$ cat config.mk
export PLATFORM = sky130hd
export DESIGN_NAME = bcd_to_ex3
export DESIGN_NICKNAME = d
export VERILOG_FILES = /design/src/rtl/bcd_to_ex3.sv
export SDC_FILE = /design/constraint.sdc
export NUM_CORES = 1
export LEC_CHECK = 0
export ABC_AREA = 1
export CORE_MARGIN = 3
export CORE_UTILIZATION = 49
export DETAILED_ROUTE_END_ITERATION = 16
export GPL_TIMING_DRIVEN = 1
export PLACE_DENSITY = 0.83
export SETUP_SLACK_MARGIN = 0.05
export SLEW_MARGIN = 20
export SYNTH_ARGS = -nofsm -noshare
export SYNTH_HDL_FRONTEND = slang
export SYNTH_SLANG_ARGS = --single-unit
$ cat constraint.sdc
create_clock -name clk -period 2 [get_ports clk]
set_clock_uncertainty 0.15 [all_clocks]
set_input_delay 0.4 -clock clk [delete_from_list [all_inputs] [get_ports clk]]
set_output_delay 0.4 -clock clk [all_outputs]
set_load 0.1 [all_outputs]
$ cat src/rtl/bcd_to_ex3.sv
// BCD digit to excess-3 encoder with invalid-code flag and saturating error count.
// Latency: exactly one cycle from a valid input to out_valid/s3..s0/err.
// Backpressure: none; accepts a digit every cycle, output holds while in_valid is low.
module bcd_to_ex3 #(
  parameter int          ERR_CNT_W   = 8,
  parameter logic [3:0]  INVALID_OUT = 4'b0000
) (
  input  logic                 clk,
  input  logic                 rst_n,
  input  logic                 in_valid,
  input  logic                 a,
  input  logic                 b,
  input  logic                 c,
  input  logic                 d,
  output logic                 s0,
  output logic                 s1,
  output logic                 s2,
  output logic                 s3,
  output logic                 out_valid,
  output logic                 err,
  output logic [ERR_CNT_W-1:0] err_cnt
);

  // Combinational core signals
  logic       invalid_code;
  logic [3:0] ex3_code;
  logic       cnt_full;

  // Registered state
  logic [3:0]           x_q,         x_d;
  logic                 out_valid_q, out_valid_d;
  logic                 err_q,       err_d;
  logic [ERR_CNT_W-1:0] err_cnt_q,   err_cnt_d;

  // Gate-level excess-3 core; only meaningful for v = 0..9, invalid codes are masked below.
  always_comb begin
    invalid_code = a & (b | c);
    ex3_code[0]  = ~d;
    ex3_code[1]  = ~(c ^ d);
    ex3_code[2]  = b ^ (c | d);
    ex3_code[3]  = a | (b & (c | d));
    cnt_full     = &err_cnt_q;
  end

  // Next-state: load on valid, hold the code word otherwise; counter saturates at all-ones.
  always_comb begin
    x_d         = x_q;
    out_valid_d = in_valid;
    err_d       = 1'b0;
    err_cnt_d   = err_cnt_q;
    if (in_valid) begin
      if (invalid_code) begin
        x_d   = INVALID_OUT;
        err_d = 1'b1;
        if (!cnt_full) begin
          err_cnt_d = err_cnt_q + 1'b1;
        end
      end else begin
        x_d = ex3_code;
      end
    end
  end

  // State registers with synchronous active-low reset taking priority over in_valid.
  always_ff @(posedge clk) begin
    if (!rst_n) begin
      x_q         <= 4'b0000;
      out_valid_q <= 1'b0;
      err_q       <= 1'b0;
      err_cnt_q   <= '0;
    end else begin
      x_q         <= x_d;
      out_valid_q <= out_valid_d;
      err_q       <= err_d;
      err_cnt_q   <= err_cnt_d;
    end
  end

  // Outputs come straight from flops, so there is no input-to-output combinational path.
  always_comb begin
    s0        = x_q[0];
    s1        = x_q[1];
    s2        = x_q[2];
    s3        = x_q[3];
    out_valid = out_valid_q;
    err       = err_q;
    err_cnt   = err_cnt_q;
  end

endmodule

== Yosys cells after proc, flatten, opt, wreduce, memory -nomap -nowiden ==
Index checks and enable logic that the tools add are counted.

* Flip-flop bits (word level): 14
* Bits of input ports: 7

* Add/sub/neg operators: 1
* Multiplexer cells: 2
* Bitwise operators: 10
* Reductions and logical operators: 3

{| class="wikitable"
|+ Operators by type and width
! cell !! number
|-
| 8-bit by 1-bit adder with 8-bit output, second input constant || 1
|-
| 8-bit AND reduction || 1
|-
| 4-bit 2-to-1 mux || 1
|-
| 1-bit NOT || 3
|-
| 1-bit OR || 3
|-
| 3-bit AND reduction || 1
|-
| 1-bit bitwise AND || 2
|-
| 2-bit AND reduction || 1
|-
| 1-bit bitwise XOR || 2
|-
| 1-bit 2-to-1 mux || 1
|}

== Depth between registers and ports, before layout ==
Gate-level depths: netlist (run 1).

* Depth in word-level cells: 4
* Gate-level depth with buffers: 8

== Worst setup path after synthesis (run 1) ==
Ideal clock, no wire load.

* Kind: reg-to-reg
* Start point: register err_cnt_q[1], in the netlist err_cnt[1]
* End point: register err_cnt_q[4], in the netlist err_cnt[4]
* Library setup time: 0.119 ns
* Arrival: 1.899 ns
* Setup slack: -0.168 ns
* Stages on the path, launching flop included: 8
* Path buffers: 0
* Period minus slack after synthesis: 2.168 ns
* Path through: dfxtp_1 -> ha_1 -> nand2_2 -> nor2_4 -> and2_4 -> nand3_1 -> nand2_1 -> nor2_1

* Word-level cells in the longest chain between the ends: 3

{| class="wikitable"
|+ RTL lines
! what !! line !! text
|-
| from (decl) || 33 || <nowiki>logic [ERR_CNT_W-1:0] err_cnt_q, err_cnt_d;</nowiki>
|-
| from (signal assigned) || 75 || <nowiki>err_cnt_q <= err_cnt_d;</nowiki>
|-
| parallel branches: the longest is 3 deep, another holds 8-bit by 1-bit adder with 8-bit output || n/a ||
|}

Several ways; the timed one is not identified.
A chain may end at the register's enable or synchronous reset.

== Worst setup path in the final report (run 1) ==
* Start point: input c
* End point: register x_q[3]

* Word-level cells in the longest chain between the ends: 4

{| class="wikitable"
|+ RTL lines
! what !! line !! text
|-
| from (decl) || 13 || <nowiki>input logic c,</nowiki>
|-
| 1-bit OR || 41 || <nowiki>ex3_code[3] = a | (b & (c | d));</nowiki>
|-
| 1-bit bitwise AND || 41 ||
|-
| 1-bit OR || 41 ||
|-
| 4-bit 2-to-1 mux * || 52 || <nowiki>if (invalid_code) begin</nowiki>
|-
| to (signal assigned) || 67 || <nowiki>x_q <= 4'b0000;</nowiki>
|-
| to (signal assigned) || 72 || <nowiki>x_q <= x_d;</nowiki>
|-
| to (decl) || 30 || <nowiki>logic [3:0] x_q, x_d;</nowiki>
|}

Mark *: on every way between the ends. The rest lies on a longest branch, timed or not.

==> impl_metrics.toml, run 1 <==
[logic_synthesis]
syn-num-nets = 114
synth.largest_area_cell = "dfxtp_1"
synth.distinct_cells = 21
synthCells = 104
yosysWarnings = 0
synth_top_area_share = 0.369
synth_seq_cells = 14
synth_area_per_cell_um2 = 7.30
synth_seq_area_share = 0.369
synthTopCellsByArea = "dfxtp_1, nand2_1, nor2_1, inv_1, ha_1"
synth_area_um2 = 759

[clock_tree]
cts_max_path_buffers = 2
h-tree-depth = 1
post_cts_buffers = 0
cts_hold_buf = 0
numClockSinks = 14
cts_resized = 0
path_clk_slew_ns = 0.08
cts_tree = "yes"
clock_latency_ns = 0.28
numCtsBuffers = 3
cts-root-buf = "clkbuf_4"

[detailed_routing]
wirelength_um = 1830
avgViaCountPerCell = 5.34
wl_per_cell_um = 12.8
drt-pass1-iter-count = 4
vias = 764
remaining_drc_errors = 0
postRouteAntennaNets = 0
drtIter0Drc = 6

[hold_path]
hold_class = "flop to flop"
hold_start = "err_cnt[5]"

[final_layout]
finalInstanceArea_mm2 = 0.00116
fill_cells = 86
regArea_um2 = 287
areaGrowthSynthToFinish_pct = 52.7
fin_nets = 140
n_antenna_cell = 0
multi_input_area_um2 = 417
drive_gt1_frac = 0.313

[timing]
clock.fmax_ghz = 0.598
setup_viol = 0
relSlewSlack = 0.753
hold_viol_final = 0
fin_crit_sh = 0.837
finalSetupTns_ns = 0
rsz0062_at_grt = "no"
min_period_ns = 1.67
slew_viol_final = 0
tightest_slew_ns = 0.369

[setup_path]
path_class = "primary input to flop"
worst_path_largest_cell_delay_ns = 0.52
crit-reg2reg-launch = "err_cnt[1]"
end_kind = "flop"
crit_top_cell = "inv_1"
critPathRequiredTime_ns = 2.08
cp_cell_sequence = "clkdlybuf4s50_1 -> inv_1 -> ha_1 -> inv_1 -> ha_1 -> nor2_1 -> o21ai_0 -> o211ai_1 -> inv_1"
critPathLaunch = "c"
cp_max_fo = 3
startpoint_type = "primary input"
crit_path_top_delay_cell = "clkdlybuf4s50_1"
cp.arrival_ns = 1.75

[pwr]
p_leak_uw = 0.000505
power.density_mw_per_mm2 = 583
ir_drop_mv = 0.433

[global_route]
grt_pass1_vias = 780
grt_pass1_wl_um = 3220
overflow = 0
antenna_found_initial = 0
track_usage = 0.216
grt_max_degree = 12

[status]
status = "completed"

[floorplanning]
fp.dieH_um = 45.4
core-area_mm2 = 0.00138
fp-row-count = 13
initial_core_util = 0.549
io_pins = 21
fp.dieW_um = 45.4
dieArea_mm2 = 0.00206

[placement]
hpwl_um = 1460
place_area_mm2 = 0.00114
port_buffers = 20
routabilityCongestion = 0.796

[job]
drv_cap = 0
==> worst max-delay path, delay by kind of cell <==
kind,cells,cell delay (ns)
AO/OA/AOI/OAI,2,0.30
adder cells (fa/ha/maj),2,0.31
buffers and inverters,4,0.70
AND/OR/NAND/NOR,1,0.03
==> stage by stage <==
stage | instances | power (uW) | setup slack [ns] | hold slack, ns | util
after floorplan | 104 | 436 | 0.0421 | 0.367 | -
after global placement | 140 | 514 | 0.164 | 0.371 | 0.823
after detailed placement | 140 | 522 | 0.0475 | 0.375 | 0.823
after CTS | 143 | 679 | 0.341 | 0.389 | 0.839
after global routing | 143 | 706 | 0.247 | 0.405 | 0.839
final | 143 | 677 | 0.326 | 0.389 | 0.839
==> synthesized netlist by cell type, drive strengths merged <==
master,n
nor2,23
a21oi,8
inv,14
ha,3
o211a,1
nand2,22
o211ai,1
nand3,7
dfxtp,14
or2,1
and2,2
buf,2
o21ai,6
==> flip-flops by register name, indices dropped and copies added, names as in the netlist <==
name	cells
err	1
out_valid	1
x_q	4
err_cnt	8
==> cell type report <==
| type | instances | area share |
|---|---|---|
| multi-input combinational | 74 | 0.359 |
| tap | 15 | 0.0162 |
| inverter | 14 | 0.0453 |
| clock buffer | 3 | 0.0194 |
| sequential | 14 | 0.247 |
| timing repair buffer | 23 | 0.313 |
==> path summary, 6_finish.rpt <==
| path | to | slack (ns) | depth (start not counted) |
|---|---|---|---|
| max | x_q[3] | 0.33 | 9 |
| min | err_cnt[5] | 0.39 | 2 |
| max reg2reg | err_cnt[1] | 0.49 | 8 |
| min reg2reg | err_cnt[5] | 0.39 | 2 |
==> placed cells by master (no fill, tap or decap), drive strengths merged <==
cell,netlist,final
o21ai,6,6
or2,1,1
ha,3,3
nand2,22,22
and2,2,2
o211a,1,1
clkdlybuf4s50,0,6
nor2,23,23
dfxtp,14,14
a21oi,8,8
clkbuf,0,3
buf,2,17
nand3,7,7
o211ai,1,1
inv,14,14
==> cells by family (layout without fill, tap and decap cells) <==
family | Yosys count | after routing | synth area share
simple gates | 55 | 55 | 0.364
compound gates | 16 | 16 | 0.135
buf+inv | 16 | 40 | 0.0824
flops | 14 | 14 | 0.369
fa+ha+maj | 3 | 3 | 0.0494
==> power by group <==
group / internal [uW] / total [uW] / switching (uW)
sequential: 291 / 306 / 14.8
clock: 69.9 / 161 / 91.1
combinational: 77.7 / 210 / 132
==> routing by layer <==
metal,global-route usage,part of all wire,vias to the layer above
met2,0.370,0.53,25
met4,0.146,0.028,0
met1,0.240,0.40,351
met3,0.0395,0.048,8
li1,-,-,380
met5,0,0,-
(Power assumes the default switching activity.)
==> run 2, diff against run 1 <==
--- a/config.mk
+++ b/config.mk
@@ -7,10 +7,10 @@
 export LEC_CHECK = 0
 export ABC_AREA = 1
 export CORE_MARGIN = 3
-export CORE_UTILIZATION = 49
+export CORE_UTILIZATION = 46
 export DETAILED_ROUTE_END_ITERATION = 16
 export GPL_TIMING_DRIVEN = 1
-export PLACE_DENSITY = 0.83
+export PLACE_DENSITY = 0.79
 export SETUP_SLACK_MARGIN = 0.05
 export SLEW_MARGIN = 20
 export SYNTH_ARGS = -nofsm -noshare
==> constraint.sdc (replaced) <==
create_clock -name clk -period 1.6 [get_ports clk]
set_clock_uncertainty 0.15 [all_clocks]
set_input_delay 0.32 -clock clk [delete_from_list [all_inputs] [get_ports clk]]
set_output_delay 0.32 -clock clk [all_outputs]
set_load 0.1 [all_outputs]
==> impl_metrics.toml, run 2 (synthesized netlist as in run 1, its figures left out) <==
[pwr]
p_comb_frac = 0.313
ir_drop_mv = 0.603
pwr-share-clk = 0.253
swShare = 0.356
power.density_mw_per_mm2 = 705
power_switching_uw = 307
p_leak_uw = 0.000523
seqPwrFrac = 0.434
p_int_uw = 555

[timing]
slew_viol_final = 0
fin_crit_sh = 0.918
rsz0062_at_grt = "no"
finalSetupTns_ns = 0
min_period_ns = 1.47
hold_viol_final = 0
clock.fmax_ghz = 0.681
relSlewSlack = 0.813
tightest_slew_ns = 0.278
setup_viol = 0

[clock_tree]
numClockSinks = 14
cts-root-buf = "clkbuf_4"
cts_max_path_buffers = 2
numCtsBuffers = 3
h-tree-depth = 1
cts_tree = "yes"
post_cts_buffers = 0
clock_latency_ns = 0.28
path_clk_slew_ns = 0.09

[placement]
dp.cells = 144
routabilityCongestion = 0.833
hpwl_um = 1440
port_buffers = 20

[hold_path]
hold_class = "flop to flop"
worst_hold_path.num_cells = 2

[final_layout]
areaGrowthSynthToFinish_pct = 61.0
instances_no_fill = 148
largest_reg_flops = 8
layout_commonest_cell = "nand2_1"
fin_nets = 143
drive_gt1_frac = 0.364
final_cell_mix = "nand2_1, nor2_1, inv_1, buf_12"
n_antenna_cell = 0
fill_cells = 103

[setup_path]
critPathRequiredTime_ns = 1.64
cp_max_fo = 6
r2r_setup_slack_ns = 0.16
crit-reg2reg-launch = "err_cnt[1]"
critPathLaunch = "b"
reg2reg_depth = 7
path_class = "primary input to flop"
cp.arrival_ns = 1.50
r2r_end = "err_cnt[5]"
end_kind = "flop"
setup.worst_path.end = "err_cnt[5]"
startpoint_type = "primary input"

[floorplanning]
initial_core_util = 0.498
fp-row-count = 14
core-area_mm2 = 0.00152
dieArea_mm2 = 0.00217
fp.dieH_um = 46.6
io_pins = 21
fp.dieW_um = 46.6

[detailed_routing]
drt-pass1-iter-count = 4
wirelength_um = 1840
avgViaCountPerCell = 5.26
vias = 778
wl_per_cell_um = 12.4
drtIter0Drc = 4
postRouteAntennaNets = 0
remaining_drc_errors = 0

[global_route]
grt_pass1_wl_um = 3150
overflow = 0
grt_max_degree = 12
antenna_found_initial = 0
grt_pass1_vias = 753
track_usage = 0.204

[job]
drv_cap = 0

[status]
status = "completed"
run 2: area by class of cell:
cell class                      count  area, um^2  share of cell area
Multi-Input combinational cell     74         432               0.353
Inverter                           14        52.6              0.0430
Timing Repair Buffer               26         384               0.314
Sequential cell                    14         308               0.252
Clock buffer                        4        26.3              0.0215
Tap cell                           16        20.0              0.0164
run 2: critical path: stages:
cell	delay, ns
clkdlybuf4s50_1	0.53
nor2_2	0.06
nor2_4	0.17
and2_2	0.21
nand3_1	0.09
nand2_1	0.09
nor2_1	0.04
run 2: how the worst min path moves through the flow:
| stage | start | end |
|---|---|---|
| 5_1_grt | err_cnt[5] | err_cnt[5] |
| 3_3_place_gp | err_cnt[6] | err_cnt[6] |
| 3_5_place_dp | err_cnt[6] | err_cnt[6] |
| 4_1_cts | err_cnt[6] | err_cnt[6] |
| 6_report | err_cnt[6] | err_cnt[6] |
| 2_1_floorplan | rst_n | out_valid |
run 2: stage by stage:
step	utilization	hold WS (ns)	cell area (um^2)	worst slack, ns	total power, uW
floorplan	-	0.287	800	0.0534	539
global placement	0.784	0.360	1190	-0.160	644
finish	0.802	0.389	1220	0.131	862
global route	0.802	0.424	1220	0.0738	907
CTS	0.800	0.391	1220	0.0720	868
detailed placement	0.784	0.370	1190	-0.222	652
run 2: routing by layer:
layer,global-route usage,share of wire,up-vias
met5,0,0,-
met3,0.0508,0.062,4
met2,0.352,0.52,28
li1,-,-,385
met1,0.219,0.40,361
met4,0.127,0.014,0
run 2: what timing repair did:
| action | in CTS | in global routing |
|---|---|---|
| gates cloned | 0 | 0 |
| hold buffers | 0 | 0 |
| endpoints found under the setup margin | 1 | 1 |
| gates resized for setup | 1 | 2 |
run 2: power by group through the flow:
stage | Combinational [uW] | Clock, uW | Sequential [uW]
2_1_floorplan | 61.7 | 0 | 477
6_report | 270 | 218 | 374
5_1_grt | 284 | 248 | 376
4_1_cts | 272 | 222 | 374
3_5_place_dp | 270 | 0 | 382
3_3_place_gp | 262 | 0 | 382
